### src/rtl/sum_block_accumulator_if.sv
// Handshake bundle for sum_block_accumulator: sample input side and block-result output side.
interface sum_block_accumulator_if #(
    parameter int unsigned ACC_W = 16
);
    logic             in_valid;
    logic             in_ready;
    logic [7:0]       in_data;
    logic             out_valid;
    logic             out_ready;
    logic [ACC_W-1:0] out_data;
    logic             out_ovf;
    logic [7:0]       out_count;

    modport slave (
        input  in_valid, in_data, out_ready,
        output in_ready, out_valid, out_data, out_ovf, out_count
    );

    modport master (
        output in_valid, in_data, out_ready,
        input  in_ready, out_valid, out_data, out_ovf, out_count
    );
endinterface

### src/rtl/sum_block_accumulator.sv
// Collects BLOCK_LEN 8-bit sums into an ACC_W accumulator with sticky overflow, then holds the total.
// Optional build macro SUM_ACC_SATURATE_EN: clamp the total on overflow instead of wrapping.
module sum_block_accumulator #(
    parameter int unsigned ACC_W     = 16,
    parameter int unsigned BLOCK_LEN = 8
) (
    input  logic                   clk,
    input  logic                   rst,
    input  logic                   clr,
    sum_block_accumulator_if.slave bus
);
    localparam int unsigned      CNT_W    = 8;
    localparam int unsigned      SUM_W    = ACC_W + 1;
    localparam logic [CNT_W-1:0] LAST_IDX = CNT_W'(BLOCK_LEN - 1);
`ifdef SUM_ACC_SATURATE_EN
    localparam logic [ACC_W-1:0] ACC_MAX  = {ACC_W{1'b1}};
`endif

    typedef enum logic {
        ST_ACC  = 1'b0,
        ST_HOLD = 1'b1
    } state_t;

    state_t           state_q, state_d;
    logic [ACC_W-1:0] acc_q, acc_d;
    logic [CNT_W-1:0] count_q, count_d;
    logic             ovf_q, ovf_d;
    logic [SUM_W-1:0] sum_c;

    // One guard bit above the accumulator catches the carry out of every add.
    assign sum_c = SUM_W'(acc_q) + SUM_W'(bus.in_data);

    always_ff @(posedge clk) begin
        if (rst) begin
            state_q <= ST_ACC;
            acc_q   <= '0;
            count_q <= '0;
            ovf_q   <= 1'b0;
        end else begin
            state_q <= state_d;
            acc_q   <= acc_d;
            count_q <= count_d;
            ovf_q   <= ovf_d;
        end
    end

    always_comb begin
        state_d = state_q;
        acc_d   = acc_q;
        count_d = count_q;
        ovf_d   = ovf_q;
        if (clr) begin
            state_d = ST_ACC;
            acc_d   = '0;
            count_d = '0;
            ovf_d   = 1'b0;
        end else begin
            case (state_q)
                ST_ACC: begin
                    if (bus.in_valid) begin
                        count_d = count_q + CNT_W'(1);
                        ovf_d   = ovf_q | sum_c[ACC_W];
`ifdef SUM_ACC_SATURATE_EN
                        acc_d   = (ovf_q || sum_c[ACC_W]) ? ACC_MAX : sum_c[ACC_W-1:0];
`else
                        acc_d   = sum_c[ACC_W-1:0];
`endif
                        if (count_q == LAST_IDX) begin
                            state_d = ST_HOLD;
                        end
                    end
                end
                ST_HOLD: begin
                    // Release only; a sample offered on the release cycle is not taken.
                    if (bus.out_ready) begin
                        state_d = ST_ACC;
                        acc_d   = '0;
                        count_d = '0;
                        ovf_d   = 1'b0;
                    end
                end
                default: state_d = ST_ACC;
            endcase
        end
    end

    assign bus.in_ready  = (state_q == ST_ACC);
    assign bus.out_valid = (state_q == ST_HOLD);
    assign bus.out_data  = acc_q;
    assign bus.out_ovf   = ovf_q;
    assign bus.out_count = count_q;
endmodule

### src/flat_wrapper.sv
// flat-port wrapper written by rule: the top's interface ports become plain ports
module sum_block_accumulator_flat 
#(
    parameter int unsigned ACC_W     = 16,
    parameter int unsigned BLOCK_LEN = 8
)
  (clk, rst, clr, bus_in_valid, bus_in_data, bus_out_ready, bus_in_ready, bus_out_valid, bus_out_data, bus_out_ovf, bus_out_count);
  sum_block_accumulator_if #(.ACC_W(ACC_W)) bus_i ();
  input  logic clk;
  input  logic rst;
  input  logic clr;
  input wire logic [$bits(bus_i.in_valid)-1:0] bus_in_valid;
  input wire logic [$bits(bus_i.in_data)-1:0] bus_in_data;
  input wire logic [$bits(bus_i.out_ready)-1:0] bus_out_ready;
  output wire logic [$bits(bus_i.in_ready)-1:0] bus_in_ready;
  output wire logic [$bits(bus_i.out_valid)-1:0] bus_out_valid;
  output wire logic [$bits(bus_i.out_data)-1:0] bus_out_data;
  output wire logic [$bits(bus_i.out_ovf)-1:0] bus_out_ovf;
  output wire logic [$bits(bus_i.out_count)-1:0] bus_out_count;
  assign bus_i.in_valid = bus_in_valid;
  assign bus_i.in_data = bus_in_data;
  assign bus_i.out_ready = bus_out_ready;
  assign bus_in_ready = bus_i.in_ready;
  assign bus_out_valid = bus_i.out_valid;
  assign bus_out_data = bus_i.out_data;
  assign bus_out_ovf = bus_i.out_ovf;
  assign bus_out_count = bus_i.out_count;
  sum_block_accumulator #(.ACC_W(ACC_W), .BLOCK_LEN(BLOCK_LEN)) u_core (.clk(clk), .rst(rst), .clr(clr), .bus(bus_i));
endmodule
### config.mk
export PLATFORM = sky130hd
export DESIGN_NAME = sum_block_accumulator_flat
export DESIGN_NICKNAME = d
export VERILOG_FILES = /design/src/rtl/sum_block_accumulator_if.sv /design/src/rtl/sum_block_accumulator.sv /design/src/flat_wrapper.sv
export SDC_FILE = /design/constraint.sdc
export NUM_CORES = 1
export LEC_CHECK = 0
export CAP_MARGIN = 20
export CORE_UTILIZATION = 25
export DETAILED_ROUTE_END_ITERATION = 10
export MAX_ROUTING_LAYER = met4
export PLACE_DENSITY_LB_ADDON = 0.2
export SLEW_MARGIN = 25
export SYNTH_ARGS = -nofsm -noshare
export SYNTH_HDL_FRONTEND = slang
export SYNTH_SLANG_ARGS = --single-unit
export TNS_END_PERCENT = 1
### constraint.sdc
create_clock -name clk -period 5.72 [get_ports clk]
set_input_delay 0.572 -clock clk [delete_from_list [all_inputs] [get_ports clk]]
set_output_delay 0.572 -clock clk [all_outputs]
set_load 0.05 [all_outputs]
==> summary.txt, run 1 <==
Clocking
  • CTS tree: done
  • # hold bufs at CTS: 0
  • Worst-case clock buffer depth: 2
  • H-tree depth: 1
  • Setup bufs post-CTS: 0
  • Num CTS Buffers: 3
  • Post-cts resize count: 0
  • Worst-Skew Late Latency: ~0.28 ns
  • Worst-path clk slew: 0.09 ns
  • Clock sinks: 26
  • Root buffer cell: clkbuf_8

Placed design
  • Dpl hpwl: between 2000 and 3000 µm
  • Placer Congestion: slightly above 0.8
  • Port buffer count: 39
  • Placed inst area: slightly below 2000 µm²

Finish
  • Utilization after layout: 0.360
  • Fill cells: 592
  • Multi-input gate area: 910 µm²
  • Post-route cell area: 2010 µm²
  • Leading cell types in the layout, fill and taps excluded: 39 x clkdlybuf4s50_1, 26 x dfxtp_1, 23 x nor2_1
  • Nets@finish: 240
  • Seq. cell area: 520 µm²
  • Most common cell after layout, fill and taps aside: clkdlybuf4s50_1
  • # diodes: 0
  • Area Growth Syn to Fin: 37.5%
  • Share of cells above drive strength 1: 0.0509

Route
  • Final ANT Viol Nets: 0
  • First-pass DRT Iterations: 4
  • Wire length per cell: 13.1 µm
  • 1st-iter DRT viols: 54
  • DRC violations left: 0
  • DR vias/cell: between 4 and 5
  • Post-Route WL: 3770 µm
  • Total number of vias: 1405

Logic synthesis
  • Post-Syn Nets: 198
  • Post-synthesis sequential area ratio: 0.356
  • Top cells by area, synth: dfxtp_1 36%, ha_1 7.7%, a21oi_1 6.2%, nor2_1 5.9%, nand2_1 4.6%
  • Synth unique cells: 42
  • Warnings from Yosys: 0
  • Area leader, netlist: dfxtp_1
  • Flop and latch count out of synthesis: 26
  • Post-synth top area share: 0.356
  • Synthesized area: 1460 µm²
  • Syn_area_per_cell: roughly 8.3 µm²
  • Post-Syn Instances: 175

Die
  • Die area: 6150 µm²
  • Top Ports: 40
  • Die Wd: 78.4 µm
  • Core Area: 5570 µm²
  • Die H: 78.4 µm
  • Initial core utilization: 0.262
  • Num rows: 27

Timing
  • Max_slew headroom: 0.662
  • Period minus WS final: 2.63 ns
  • Final Hold Viols: 0
  • Final slew viol count: 0
  • Period utilization: 0.461
  • Number of setup violations in the final report: 0
  • FMAX: 380 MHz
  • Clock Skew: 0.00738 ns
  • Worst hold slack: about 0.46 ns
  • Final TNS setup: 0 ns
  • Worst-Margin Slew: 0.506 ns
  • RSZ-0062 raised after global routing: no

Worst hold path
  • Min-delay src: u_core.bus.out_ovf
  • Worst min path class: flip-flop to flip-flop
  • Worst Hold Path EP: u_core.bus.out_ovf
  • WHS Path Cells: 2

Setup path
  • Worst r2r src: u_core.bus.out_data[0]
  • FF-to-FF setup slack: around 3.5 ns
  • Required time worst endpoint: 5.92 ns
  • R2R cell count: 8
  • CP Class: input pin to flip-flop
  • CP Capture Type: flip-flop
  • Crit path max fanout: 7
  • Crit Reg-Reg Endpoint: u_core.bus.out_data[14]
  • Crit path DAT: 2.84 ns
  • CP Launch Type: input pin

Power
  • Leakage: about 0.72 nW
  • Tot Pwr: just over 0.4 mW
  • Peak VDD IR: between 0.1 and 0.15 mV
  • Pwr dens: 204 nW/µm²

Job
  • Max_cap viols: 0

Global routing
  • Via count of the first global-routing pass: roughly 1300
  • Largest net degree at the start of global routing: 16
  • Global-route usage over all layers: 0.133
  • First-pass GRT wire length: 6260 µm
  • Total grt overflow: 0
  • Initial antenna violation count: 0

Status
  • Run status: completed
-- area by class of cell --
class / instances / share of cell area
Timing Repair Buffer: 40 / 0.198
Clock buffer: 3 / 0.0206
Tap cell: 72 / 0.0449
Clock inverter: 1 / 0.0150
Multi-Input combinational cell: 141 / 0.453
Inverter: 5 / 0.00935
Sequential cell: 26 / 0.259
-- registers in the layout (all words and copies together), names as in the netlist --
signal,cells
u_core.bus.out_ovf,1
u_core.bus.out_count,8
u_core.bus.out_valid,1
u_core.bus.out_data,16
-- critical path: stages --
cell	delay (ns)
clkdlybuf4s50_1	0.46
ha_1	0.18
inv_1	0.06
fa_1	0.37
nand2b_1	0.19
a21oi_1	0.18
o21ai_1	0.19
or3_2	0.48
a21oi_1	0.14
-- metal layers --
layer  share of wire  global-route usage  vias to the layer above
li1                -                   -                      713
met1            0.51               0.172                      658
met2            0.44               0.209                       29
met3           0.044              0.0279                        5
met4           0.011              0.0352                        0
met5               0                   -                        -
-- cells by family (layout without fill, tap and decap cells) --
| family | Yosys count | in the layout | synth area share |
|---|---|---|---|
| xor+xnor | 11 | 11 | 0.0660 |
| flops | 26 | 26 | 0.356 |
| buf+inv | 8 | 49 | 0.0206 |
| mux | 2 | 2 | 0.0137 |
| compound gates | 44 | 44 | 0.191 |
| simple gates | 74 | 74 | 0.261 |
| fa+ha+maj | 10 | 10 | 0.0908 |
-- per-stage QoR --
stage | setup slack (ns) | std cells
after floorplan | 3.29 | 175
after global placement | 2.85 | 284
after detailed placement | 2.79 | 284
after CTS | 3.08 | 288
after global routing | 2.98 | 288
final | 3.09 | 288
-- worst max-delay path by stage --
stage,from,end,slack (ns)
floorplan,u_core.bus.out_data[0],u_core.bus.out_data[14],3.29
global placement,bus_in_data[0],u_core.bus.out_data[14],2.85
detailed placement,bus_in_data[0],u_core.bus.out_data[14],2.79
CTS,bus_in_data[0],u_core.bus.out_data[14],3.08
global route,bus_in_data[0],u_core.bus.out_data[14],2.98
finish,bus_in_data[0],u_core.bus.out_data[14],3.09
-- synth_stat cells --
| cell type | n |
|---|---|
| o31ai_1 | 1 |
| and3_4 | 1 |
| or3b_4 | 1 |
| or4_1 | 1 |
| a211oi_1 | 1 |
| clkbuf_1 | 3 |
| nand2b_1 | 6 |
| dfxtp_1 | 26 |
| and3_1 | 1 |
| a21boi_0 | 1 |
| a21o_1 | 1 |
| a2111oi_0 | 1 |
| nor4_1 | 1 |
| nand3_1 | 7 |
| and2_1 | 1 |
| or3_1 | 4 |
| a2bb2oi_1 | 1 |
| ha_1 | 9 |
| and2_2 | 1 |
| nor2_1 | 23 |
| mux2i_1 | 2 |
| o21ai_0 | 6 |
| nand4_4 | 1 |
| o21ai_1 | 2 |
| o21bai_1 | 1 |
| inv_1 | 5 |
| nor3_1 | 1 |
| o32ai_1 | 1 |
| a22oi_1 | 3 |
| xnor2_1 | 4 |
| nor2b_1 | 1 |
| o211ai_1 | 2 |
| nand4_1 | 3 |
| or3_2 | 1 |
| a21oi_1 | 18 |
| a32o_1 | 3 |
| a32oi_1 | 2 |
| fa_1 | 1 |
| and4_1 | 1 |
| nand2_1 | 18 |
| or2_2 | 1 |
| xor2_1 | 7 |
-- power by group --
| group | switching, mW | internal, mW |
|---|---|---|
| clock network | 0.0627 | 0.0937 |
| logic | 0.0383 | 0.0276 |
| registers | 0.00290 | 0.184 |
(Power assumes the default switching activity.)
==> inputs of run 2 (changes only) <==
- clock period: 5.72 -> 2.3 ns (I/O delays scaled with it)
==> run 2 against run 1 <==
Clock power rose to 2.5 times the previous value. Global-route usage barely moved. Sequential power rose by 150%. Sequential cell count did not move. Routed wire length fell by 0.50%. Non-clock buffer count rose by 8. Cell area rose by 3.3%. Worst setup slack got worse by 2.9 ns.
==> summary.txt, run 2 (synthesis results as in run 1) <==
Placed design
  • Port buffer count: 39 (unchanged)
  • Dpl hpwl: 2880 µm (was 2860 µm)
  • Inst Count DP: 292 (was 284)
  • Placer Congestion: 0.811 (was 0.819)

Setup path
  • FF-to-FF setup slack: 0.19 ns (was 3.45 ns)
  • CP Launch Type: input pin (unchanged)
  • Critical Path Sink: u_core.bus.out_data[14] (unchanged)
  • Required time worst endpoint: 2.52 ns (was 5.92 ns)
  • CP Capture Type: flip-flop (unchanged)
  • CP cell instances: clkdlybuf4s50_1 > ha_1 > inv_1 > fa_1 > nand2b_1 > a21oi_1 > o21ai_2 > or3_2 > a21oi_1 (was clkdlybuf4s50_1 > ha_1 > inv_1 > fa_1 > nand2b_1 > a21oi_1 > o21ai_1 > or3_2 > a21oi_1)
  • Max stage delay on crit path: 0.45 ns (was 0.48 ns)
  • Crit path from: bus_in_data[0] (unchanged)
  • Crit path max fanout: 6 (was 7)
  • CP Class: input pin to flip-flop (unchanged)
  • Most used cell, CP: a21oi_1 (unchanged)
  • Worst r2r src: u_core.bus.out_data[0] (unchanged)
  • Critical path depth in cells: 9 (unchanged)
  • Buffers plus inverters on the worst setup path: 2 (unchanged)
  • Crit Reg-Reg Endpoint: u_core.bus.out_data[14] (unchanged)
  • Crit path DAT: 2.37 ns (was 2.84 ns)
  • R2R cell count: 8 (unchanged)
  • Top Family by Delay on Critical Path: simple AND/OR/NAND/NOR gates (unchanged)
  • Slowest-stage cell, CP: clkdlybuf4s50_1 (was or3_2)

Timing
  • Final Hold Viols: 0 (unchanged)
  • Number of setup violations in the final report: 0 (unchanged)
  • Period minus WS final: 2.15 ns
  • Worst-Margin Slew: 0.555 ns (was 0.506 ns)
  • Final slew viol count: 0 (unchanged)
  • RSZ-0062 raised after global routing: no (unchanged)
  • Max_slew headroom: 0.620 (was 0.662)
  • Period utilization: 0.937
  • Clock Skew: 0.00676 ns (was 0.00738 ns)
  • FMAX: 464 MHz

Clocking
  • Clock sinks: 26 (unchanged)
  • Num CTS Buffers: 3 (unchanged)
  • # hold bufs at CTS: 0 (unchanged)
  • Worst-Skew Late Latency: 0.28 ns (about the same)
  • CTS tree: done (unchanged)
  • Worst-case clock buffer depth: 2 (unchanged)
  • Worst-path clk slew: 0.10 ns (was 0.09 ns)
  • Setup bufs post-CTS: 0 (unchanged)
  • H-tree depth: 1 (unchanged)
  • Root buffer cell: clkbuf_8 (unchanged)

Route
  • Met3 Wirelength: 160 µm (was 164 µm)
  • Post-Route WL: 3750 µm (was 3770 µm)
  • Wl on met1: 1960 µm (was 1910 µm)
  • Detail Route met2 WL: 1560 µm (was 1650 µm)
  • Top Layer Used: met4 (unchanged)
  • Final ANT Viol Nets: 0 (unchanged)
  • DR vias/cell: 4.76 (was 4.88)
  • First-pass DRT Iterations: 4 (unchanged)
  • 1st-iter DRT viols: 61 (was 54)
  • Wire length per cell: 12.7 µm (was 13.1 µm)
  • Total number of vias: 1409 (was 1405)
  • DRC violations left: 0 (unchanged)

Die
  • Num rows: 27 (unchanged)
  • Core Area: 5570 µm² (unchanged)
  • Initial core utilization: 0.262 (unchanged)
  • Top Ports: 40 (unchanged)
  • Die Wd: 78.4 µm (unchanged)
  • Die area: 6150 µm² (unchanged)
  • Die H: 78.4 µm (unchanged)

Global routing
  • First-pass GRT wire length: 6290 µm (was 6260 µm)
  • Via count of the first global-routing pass: 1338 (was 1314)
  • Largest net degree at the start of global routing: 16 (unchanged)
  • Initial antenna violation count: 0 (unchanged)
  • Total grt overflow: 0 (unchanged)
  • Global-route usage over all layers: 0.133 (about the same)

Power
  • Leakage: 0.764 nW (was 0.725 nW)
  • Peak VDD IR: 0.258 mV (was 0.118 mV)
  • Pwr dens: 496 nW/µm² (was 204 nW/µm²)

Worst hold path
  • Min-delay src: u_core.bus.out_ovf (unchanged)
  • Worst min path class: flip-flop to flip-flop (unchanged)

Finish
  • Leading cell types in the layout, fill and taps excluded: 39 x clkdlybuf4s50_1, 24 x dfxtp_1, 23 x nor2_1 (was 39 x clkdlybuf4s50_1, 26 x dfxtp_1, 23 x nor2_1)
  • Most common cell after layout, fill and taps aside: clkdlybuf4s50_1 (unchanged)
  • Utilization after layout: 0.372 (was 0.360)
  • Nets@finish: 248 (was 240)
  • # diodes: 0 (unchanged)
  • Max reg flops: 16 (unchanged)
  • Area Growth Syn to Fin: 42.1% (was 37.5%)
  • Share of cells above drive strength 1: 0.0982 (was 0.0509)
  • Non-Filler Instances: 296 (was 288)

Job
  • Max_cap viols: 0 (unchanged)

Status
  • Run status: completed (unchanged)
run 2: cell types whose count changed in the layout (fill, tap and decap cells not counted):
cell	delta
o21ai_2	+1
buf_4	+8
dfxtp_1	-2
dfxtp_2	+2
o21ai_1	-1
run 2: cell type report:
type	instances	area [µm²]
fillers	589	3500
multi-input cells	141	913
flip-flops and latches	26	523
repair buffers	48	458
well taps	72	90.1
clock buffers	3	41.3
clock inverters	1	30.0
inverters	5	18.8
run 2: worst min-delay path by stage:
stage	end	slack, ns	cells past startpoint
detailed placement	u_core.bus.out_ovf	0.45	2
CTS	u_core.bus.out_ovf	0.46	2
global route	u_core.bus.out_ovf	0.52	2
floorplan	u_core.bus.out_valid	0.44	2
global placement	u_core.bus.out_ovf	0.44	2
finish	u_core.bus.out_ovf	0.46	2
run 2: metal layers:
layer  track usage  vias up
met4        0.0481        0
met3        0.0221        7
met5             -        -
li1              -      728
met2         0.191       34
met1         0.186      640
run 2: report_power, final:
part / switching, mW / total (mW) / internal (mW)
clock: 0.157 / 0.390 / 0.233
sequential: 0.00731 / 0.465 / 0.457
combinational: 0.0975 / 0.173 / 0.0760
run 2: timing repair:
item / CTS / global route
setup endpoints to repair: 0 / 1
resized for setup: 0 / 1
endpoints found under the hold margin: 0 / 0
run 2: worst reg2reg max path, cell delays in order, from the launching register on:
cell      delay, ns
dfxtp_2        0.35
ha_1           0.16
inv_1          0.05
fa_1           0.39
nand2b_1       0.17
a21oi_1        0.20
o21ai_2        0.13
or3_2          0.45
a21oi_1        0.14
run 2: per-stage QoR:
stage	area [µm²]	setup TNS, ns	total power [mW]	hold slack, ns	worst slack (ns)
6_report	2070	0	1.03	0.461	0.146
5_1_grt	2070	0	1.08	0.522	0.0159
4_1_cts	2070	0	1.04	0.465	0.102
3_5_place_dp	2000	-0.340	0.647	0.448	-0.188
3_3_place_gp	2000	-0.220	0.648	0.441	-0.139
2_1_floorplan	1460	0	0.579	0.443	0.0563
==> inputs of run 3 (changes only) <==
--- a/config.mk
+++ b/config.mk
@@ -8,3 +8,3 @@
 export CAP_MARGIN = 20
-export CORE_UTILIZATION = 25
+export CORE_UTILIZATION = 43
 export DETAILED_ROUTE_END_ITERATION = 10
@@ -16,2 +16,2 @@
 export SYNTH_SLANG_ARGS = --single-unit
-export TNS_END_PERCENT = 1
+export TNS_END_PERCENT = 100
==> constraint.sdc (replaced) <==
create_clock -name clk -period 2.3 [get_ports clk]
set_input_delay 0.46 -clock clk [delete_from_list [all_inputs] [get_ports clk]]
set_output_delay 0.46 -clock clk [all_outputs]
set_load 0.05 [all_outputs]
==> run 3 against run 2 <==
Sequential power is essentially flat. Largest power group unchanged. Combinational power up 10%. Clock skew shrank 0.0015 ns. Global-route usage increased by 9.3 points. Clock-buffer cell count unchanged. Worst setup slack worse by 0.10 ns. Critical endpoint unchanged. First-iteration DRC count shrank 18%. Highest routed layer unchanged. Clock power is 17% lower. Cell area up 1.1%.
==> summary.txt, run 3 (synthesis results as in run 1) <==
Placed design
  • Dpl hpwl: 2890 µm (was 2880 µm)
  • Port buffer count: 39 (unchanged)
  • Placed inst area: 2010 µm² (was 2000 µm²)
  • Inst Count DP: 270 (was 292)
  • Placer Congestion: 0.930 (was 0.811)

Job
  • Max_cap viols: 0 (unchanged)

Clocking
  • Worst-path clk slew: 0.15 ns (was 0.10 ns)
  • Worst-Skew Late Latency: 0.33 ns (was 0.28 ns)
  • Setup bufs post-CTS: 0 (unchanged)
  • Root buffer cell: clkbuf_4 (was clkbuf_8)
  • Clock sinks: 26 (unchanged)
  • CTS tree: done (unchanged)
  • Worst-case clock buffer depth: 2 (unchanged)
  • H-tree depth: 1 (unchanged)
  • Num CTS Buffers: 3 (unchanged)

Global routing
  • Via count of the first global-routing pass: 1355 (was 1338)
  • GRT Max-Usage Layer: met2 (unchanged)
  • Met2 Usage GRT: 0.375 (was 0.191)
  • Met1 Use GR: 0.287 (was 0.186)
  • Met3 Track Usage GR: 0.0260 (was 0.0221)
  • Global-route usage over all layers: 0.226 (was 0.133)
  • Initial antenna violation count: 0 (unchanged)
  • Largest net degree at the start of global routing: 16 (unchanged)
  • Total grt overflow: 0 (unchanged)
  • First-pass GRT wire length: 5990 µm (was 6290 µm)

Worst hold path
  • Worst min path class: flip-flop to flip-flop (unchanged)

Route
  • Final ANT Viol Nets: 0 (unchanged)
  • Post-Route WL: 3760 µm (was 3750 µm)
  • 1st-iter DRT viols: 50 (was 61)
  • DR vias/cell: 5.45 (was 4.76)
  • Wire length per cell: 13.7 µm (was 12.7 µm)
  • First-pass DRT Iterations: 4 (unchanged)
  • DRC violations left: 0 (unchanged)
  • Total number of vias: 1493 (was 1409)

Finish
  • Non-Filler Instances: 274 (was 296)
  • Leading cell types in the layout, fill and taps excluded: 39 x clkdlybuf4s50_1, 24 x dfxtp_1, 23 x nor2_1 (unchanged)
  • Nets@finish: 254 (was 248)
  • Area Growth Syn to Fin: 43.6% (was 42.1%)
  • # diodes: 0 (unchanged)
  • Post-route cell area: 2100 µm² (was 2070 µm²)
  • Utilization after layout: 0.670 (was 0.372)
  • Most common cell after layout, fill and taps aside: clkdlybuf4s50_1 (unchanged)
  • Share of cells above drive strength 1: 0.139 (was 0.0982)
  • Max reg flops: 16 (unchanged)

Setup path
  • Top Family by Delay on Critical Path: simple AND/OR/NAND/NOR gates (unchanged)
  • Required time worst endpoint: 2.58 ns (was 2.52 ns)
  • CP cell instances: clkdlybuf4s50_1 > ha_2 > inv_1 > fa_2 > nand2b_4 > a21oi_4 > o21ai_4 > or3_2 > a21oi_1 (was clkdlybuf4s50_1 > ha_1 > inv_1 > fa_1 > nand2b_1 > a21oi_1 > o21ai_2 > or3_2 > a21oi_1)
  • Max stage delay on crit path: 0.47 ns (was 0.45 ns)
  • CP Launch Type: input pin (unchanged)
  • Crit path max fanout: 6 (unchanged)
  • CP Class: input pin to flip-flop (unchanged)
  • Slowest-stage cell, CP: clkdlybuf4s50_1 (unchanged)
  • Crit path DAT: 2.53 ns (was 2.37 ns)
  • Buffers plus inverters on the worst setup path: 2 (unchanged)
  • CP Capture Type: flip-flop (unchanged)

Die
  • Top Ports: 40 (unchanged)
  • Die H: 60.3 µm (was 78.4 µm)
  • Die area: 3630 µm² (was 6150 µm²)
  • Core Area: 3130 µm² (was 5570 µm²)
  • Num rows: 20 (was 27)
  • Die Wd: 60.3 µm (was 78.4 µm)
  • Initial core utilization: 0.467 (was 0.262)

Timing
  • Clock Skew: 0.00523 ns (was 0.00676 ns)
  • Final Hold Viols: 0 (unchanged)
  • RSZ-0062 raised after global routing: no (unchanged)
  • Worst-Margin Slew: 0.504 ns (was 0.555 ns)
  • Number of setup violations in the final report: 0 (unchanged)
  • Period utilization: 0.981 (was 0.937)
  • Max_slew headroom: 0.663 (was 0.620)
  • Final TNS setup: 0 ns (unchanged)
  • Final slew viol count: 0 (unchanged)
  • FMAX: 443 MHz (was 464 MHz)
  • Period minus WS final: 2.26 ns (was 2.15 ns)

Status
  • Run status: completed (unchanged)

Power
  • Peak VDD IR: 0.386 mV (was 0.258 mV)
  • Pwr dens: 467 nW/µm² (was 496 nW/µm²)
  • Leakage: 0.794 nW (was 0.764 nW)
[run 3: cell count changes in the layout (fill, tap and decap cells not counted), sizes merged]
| cell | change |
|---|---|
| buf | +6 |
[run 3: metal layers]
| metal | wire length [µm] | share of wire | vias up |
|---|---|---|---|
| met5 | 0 | 0 | - |
| met4 | 48 | 0.013 | 0 |
| met3 | 126 | 0.034 | 6 |
| met2 | 1830 | 0.49 | 37 |
| met1 | 1750 | 0.47 | 711 |
| li1 | - | - | 739 |
[run 3: layout make-up]
| class | count | area [µm²] |
|---|---|---|
| clock inverter | 1 | 30.0 |
| timing repair buffer | 54 | 503 |
| tap | 44 | 55.1 |
| inverter | 5 | 18.8 |
| fill | 257 | 1030 |
| clock buffer | 3 | 22.5 |
| sequential | 26 | 523 |
| multi-input combinational | 141 | 945 |
[run 3: worst min-delay path, cell delays in order (launching register included)]
cell and delay (ns):
dfxtp_1 0.34, nand2_1 0.05, o31ai_1 0.05
[run 3: what timing repair did]
action                     in CTS  in global routing
pin swaps                       1                  1
resized for setup               7                  0
hold endpoints to repair        0                  0
setup endpoints to repair       3                  1
hold buffers                    0                  0
[run 3: through the flow]
stage	hold WS (ns)	total power, mW	worst slack, ns
floorplan	0.629	0.579	0.0563
global placement	0.434	0.653	-0.364
detailed placement	0.440	0.657	-0.471
CTS	0.465	0.977	0.0204
global route	0.490	1.02	0.000836
finish	0.460	0.979	0.0447
[run 3: final timing paths]
kind / cells past startpoint / startpoint / end / slack, ns
worst max register to register: 8 / u_core.bus.out_data[0] / u_core.bus.out_data[14] / 0.27
worst min register to register: 2 / u_core.bus.out_ovf / u_core.bus.out_ovf / 0.46
worst max-delay path: 9 / bus_in_data[0] / u_core.bus.out_data[14] / 0.04
worst min-delay path: 2 / u_core.bus.out_ovf / u_core.bus.out_ovf / 0.46
[run 3: power by group]
group	switching, mW	leakage, nW	internal (mW)	total (mW)
combinational	0.104	0.554	0.0865	0.191
clock	0.146	0.0279	0.176	0.323
sequential	0.00697	0.211	0.458	0.465
